===== config.mk =====
export PLATFORM = sky130hd
export DESIGN_NAME = spi_byte_engine_flat
export DESIGN_NICKNAME = d
export VERILOG_FILES = /design/src/rtl/spi_byte_engine_if.sv /design/src/rtl/spi_byte_engine.sv /design/src/flat_wrapper.sv
export SDC_FILE = /design/constraint.sdc
export NUM_CORES = 1
export LEC_CHECK = 0
export BUFFER_PORTS_ARGS = -buffer_cell sky130_fd_sc_hd__clkbuf_2
export CAP_MARGIN = 20
export CORE_MARGIN = 5
export CORE_UTILIZATION = 60
export DETAILED_ROUTE_END_ITERATION = 6
export HOLD_SLACK_MARGIN = 0.08
export PLACE_DENSITY_LB_ADDON = 0.12
export SLEW_MARGIN = 20
export SYNTH_ARGS = -nofsm -noshare
export SYNTH_HDL_FRONTEND = slang
export SYNTH_SLANG_ARGS = --single-unit

===== constraint.sdc =====
create_clock -name clk -period 5.4 [get_ports clk]
set_clock_uncertainty 0.15 [all_clocks]
set_input_delay 1.08 -clock clk [delete_from_list [all_inputs] [get_ports clk]]
set_output_delay 1.08 -clock clk [all_outputs]
set_load 0.01 [all_outputs]

===== src/rtl/spi_byte_engine_if.sv =====
// Register-side handshake between the SPI peripheral wrapper and the byte engine.
interface spi_byte_engine_if;
    logic [7:0] data_in;
    logic       start;
    logic       busy;
    logic       new_data;
    logic [7:0] data_out;

    modport master (output data_in, start, input busy, new_data, data_out);
    modport slave  (input data_in, start, output busy, new_data, data_out);
endinterface


===== src/rtl/spi_byte_engine.sv =====
// Mode-0 SPI master: shifts one byte out on mosi (MSB first) while capturing one from miso.
module spi_byte_engine #(
    parameter int CLK_DIV = 4
) (
    input  logic               clk,
    input  logic               rst,
    spi_byte_engine_if.slave   bus,
    input  logic               miso,
    output logic               mosi,
    output logic               sck,
    output logic               ss
);
    typedef enum logic [1:0] {IDLE, SETUP, XFER, DONE} state_t;

    localparam logic [7:0] CNT_MAX = 8'(CLK_DIV - 1);

    state_t     state;
    logic [7:0] cnt;
    logic [3:0] half;
    logic [7:0] tx;
    logic [7:0] rx;

    always_ff @(posedge clk or negedge rst) begin
        if (!rst) begin
            state        <= IDLE;
            cnt          <= '0;
            half         <= '0;
            tx           <= '0;
            rx           <= '0;
            mosi         <= 1'b0;
            sck          <= 1'b0;
            ss           <= 1'b1;
            bus.busy     <= 1'b0;
            bus.new_data <= 1'b0;
            bus.data_out <= '0;
        end else begin
            bus.new_data <= 1'b0;
            case (state)
                IDLE: begin
                    if (bus.start) begin
                        state    <= SETUP;
                        tx       <= bus.data_in;
                        rx       <= '0;
                        cnt      <= '0;
                        mosi     <= bus.data_in[7];
                        ss       <= 1'b0;
                        bus.busy <= 1'b1;
                    end
                end
                SETUP: begin
                    if (cnt == CNT_MAX) begin
                        // Entering h=0 is the first sck rise: sample miso now.
                        state <= XFER;
                        cnt   <= '0;
                        half  <= '0;
                        sck   <= 1'b1;
                        rx    <= {rx[6:0], miso};
                    end else begin
                        cnt <= cnt + 8'd1;
                    end
                end
                XFER: begin
                    if (cnt == CNT_MAX) begin
                        cnt <= '0;
                        if (half == 4'd15) begin
                            state        <= DONE;
                            half         <= half + 4'd1;
                            sck          <= 1'b0;
                            mosi         <= 1'b0;
                            ss           <= 1'b1;
                            bus.busy     <= 1'b0;
                            bus.new_data <= 1'b1;
                            bus.data_out <= rx;
                        end else begin
                            half <= half + 4'd1;
                            if (!half[0]) begin
                                // Next half is odd: sck falls and mosi advances.
                                sck  <= 1'b0;
                                tx   <= {tx[6:0], 1'b0};
                                mosi <= tx[6];
                            end else begin
                                sck <= 1'b1;
                                rx  <= {rx[6:0], miso};
                            end
                        end
                    end else begin
                        cnt <= cnt + 8'd1;
                    end
                end
                DONE: begin
                    state <= IDLE;
                end
                default: state <= IDLE;
            endcase
        end
    end
endmodule


===== src/flat_wrapper.sv =====
// flat-port wrapper written by rule: the top's interface ports become plain ports
module spi_byte_engine_flat 
#(
    parameter int CLK_DIV = 4
)
  (clk, rst, miso, mosi, sck, ss, bus_data_in, bus_start, bus_busy, bus_new_data, bus_data_out);
  spi_byte_engine_if bus_i ();
  input  logic clk;
  input  logic rst;
  input  logic miso;
  output logic mosi;
  output logic sck;
  output logic ss;
  input wire logic [$bits(bus_i.data_in)-1:0] bus_data_in;
  input wire logic [$bits(bus_i.start)-1:0] bus_start;
  output wire logic [$bits(bus_i.busy)-1:0] bus_busy;
  output wire logic [$bits(bus_i.new_data)-1:0] bus_new_data;
  output wire logic [$bits(bus_i.data_out)-1:0] bus_data_out;
  assign bus_i.data_in = bus_data_in;
  assign bus_i.start = bus_start;
  assign bus_busy = bus_i.busy;
  assign bus_new_data = bus_i.new_data;
  assign bus_data_out = bus_i.data_out;
  spi_byte_engine #(.CLK_DIV(CLK_DIV)) u_core (.clk(clk), .rst(rst), .bus(bus_i), .miso(miso), .mosi(mosi), .sck(sck), .ss(ss));
endmodule

==> flow_summary.ini <==
[clock_tree]
htreeDepth = 2
clock_path_buffers = 2
cts_tree = done
ctsHoldBuffers = 0
clock_latency_ns = 0.34
post-cts-setup-buffer-count = 0
clkSinkCount = 42
numCtsBuffers = 5
cts_resized = 0
root_buffer = clkbuf_4
cts.reportedPaths.clkPinSlew_ns = 0.11

[synthesis]
yosys.area.top_type = dfrtp_1
synth_area_leaders = dfrtp_1 47%, mux2_2 6.2%, o21ai_0 5.3%
synth_common_cells = 41 x dfrtp_1, 28 x nand2_1, 23 x o21ai_0
ys_seq_area_share_pct = 48.4
synth_cell_types = 43
yosys_warnings = 0
syn_nets = 235
async_flop_share_pct = 100
syn_area_um2 = 2180
synth_top_area_share_pct = 47.2
syn_avg_cell_area_um2 = 10.2
ys_ff_latch = 42
synth_cells = 214
ys.flop_type = dfrtp_1
synth_edf_count = 0
synth.most_common_cell = dfrtp_1

[critical_path]
worstSetupEndpointType = flop
crit_type = flop to flop
arrival_ns = 2.82
ff2ff_setup_slack_ns = 2.68
required_ns = 5.49
r2r_cells = 4
critPathMaxFanout = 25
start_kind = flop

[placement]
placed_cell_area_um2 = 2310
hpwl_um = 3050
gp_congestion = 0.838
portBuffers = 24

[timing]
slew_viol_final = 0
fmax_mhz = 367
hold_viol = 0
period_minus_slack_ns = 2.72
relSlewSlack_pct = 32.4
timing.final.crit_share_pct = 50.4
setup_violations = 0
worstMarginPinSlew_ns = 1.01
setup_tns_ns = 0
rsz0062_at_grt = false

[floorplan]
initial_core_util_pct = 63.7
die_w_um = 70.2
core_um2 = 3420
rows = 21
dieArea_um2 = 4930
ios = 25
die_h_um = 70.2

[power_and_ir_drop]
ir_drop_mv = 0.433
p_leak_nw = 1.11
powerDensity_nw_per_um2 = 520
finalPower_mw = 1.23

[route]
first_pass_iters = 4
via_per_inst = 5.77
drt_iter0_drc = 100
dr_total_vias = 1634
wl_um = 4190
drc = 0
wire_per_inst_um = 14.8
detail-route-antenna-nets = 0

[finish]
fin_nets = 257
drive_gt1_share_pct = 22.8
final_cell_area_um2 = 2370
utilization_pct = 69.3
syn_to_final_growth_pct = 8.86
diodes = 0

[global_routing]
grt_overflow_total = 0
grtUsageTotal_pct = 17.9
antenna_found_initial = 0
grt_start_max_net_pins = 43
grt_pass1_wl_um = 7060
grt_pass1_vias = 1627

[hold_path]
min_path_cells = 2
hp-class = flop to flop

[job]
max-cap-violations = 0

[outcome]
status = completed
layout make-up:
| type | instances | area [µm²] |
|---|---|---|
| clock buffer | 7 | 55.1 |
| clock inverter | 1 | 5.00 |
| fill | 270 | 1050 |
| inverter | 17 | 63.8 |
| multi-input combinational | 146 | 1010 |
| sequential | 42 | 1050 |
| tap | 46 | 57.6 |
| timing repair buffer | 24 | 120 |
sequential cells by signal, summed over array words and instances, names as in the netlist:
| signal | count |
|---|---|
| u_core.mosi | 1 |
| u_core.half | 4 |
| u_core.state | 2 |
| u_core.tx | 7 |
| u_core.ss | 1 |
| u_core.sck | 1 |
| u_core.bus.busy | 1 |
| u_core.bus.new_data | 1 |
| u_core.rx | 8 |
| u_core.bus.data_out | 8 |
| u_core.cnt | 8 |
placed cells by master, fill, tap and decap left out, types with 2 or more instances in the layout:
master / instances
a21oi_1: 8
a21oi_4: 3
clkbuf_2: 23
clkbuf_4: 5
dfrtp_1: 41
ha_1: 9
inv_1: 17
mux2_1: 2
mux2_2: 12
mux2i_1: 9
nand2_1: 28
nand3_1: 5
nand4_1: 5
nor2_1: 8
nor2_2: 2
nor2b_1: 3
nor3_1: 3
o21ai_0: 23
o22ai_1: 3
or3_1: 2
xor2_1: 2
per-stage QoR:
stage	worst slack, ns	cells	hold slack (ns)
after floorplan	3.11	214	0.302
after global placement	2.88	275	0.310
after detailed placement	2.69	275	0.322
after CTS	2.67	283	0.349
after global routing	2.36	283	0.390
final	2.68	283	0.341
metal layers:
metal / vias up / share of wire [%] / track usage, %
li1: 781 / - / -
met5: - / 0 / 0
met2: 62 / 50 / 29.8
met1: 781 / 42 / 22.5
met3: 10 / 6.3 / 3.16
met4: 0 / 1.3 / 8.30
cell families after synthesis:
family                   after synthesis  share of synthesized area (%)
adder cells (fa/ha/maj)                9                           5.18
AND/OR/NAND/NOR                       62                           13.6
flip-flops                            42                           48.4
multiplexers                          23                           11.4
AO/OA/AOI/OAI                         49                           15.3
buffers and inverters                 26                           5.00
XOR/XNOR                               3                           1.21
worst max-delay path, stage by stage (launching register included):
cell     delay [ns]
dfrtp_1        0.43
inv_1          0.14
ha_1           0.84
nand3_1        0.66
o21ai_0        0.40
final timing paths:
kind,start,to
setup / recovery,u_core.state[0],u_core.bus.data_out[1]
hold / removal,u_core.bus.data_out[4],u_core.bus.data_out[4]
setup reg to reg,u_core.state[0],u_core.bus.data_out[1]
hold reg to reg,u_core.bus.data_out[4],u_core.bus.data_out[4]
max in group asynchronous,rst,u_core.half[0]
min in group asynchronous,rst,u_core.bus.data_out[7]
where the power goes:
group / internal, mW / switching [mW] / leakage, nW
logic: 0.253 / 0.367 / 0.526
clock network: 0.0632 / 0.0931 / 0.0353
registers: 0.395 / 0.0599 / 0.548
(Power assumes the default switching activity.)
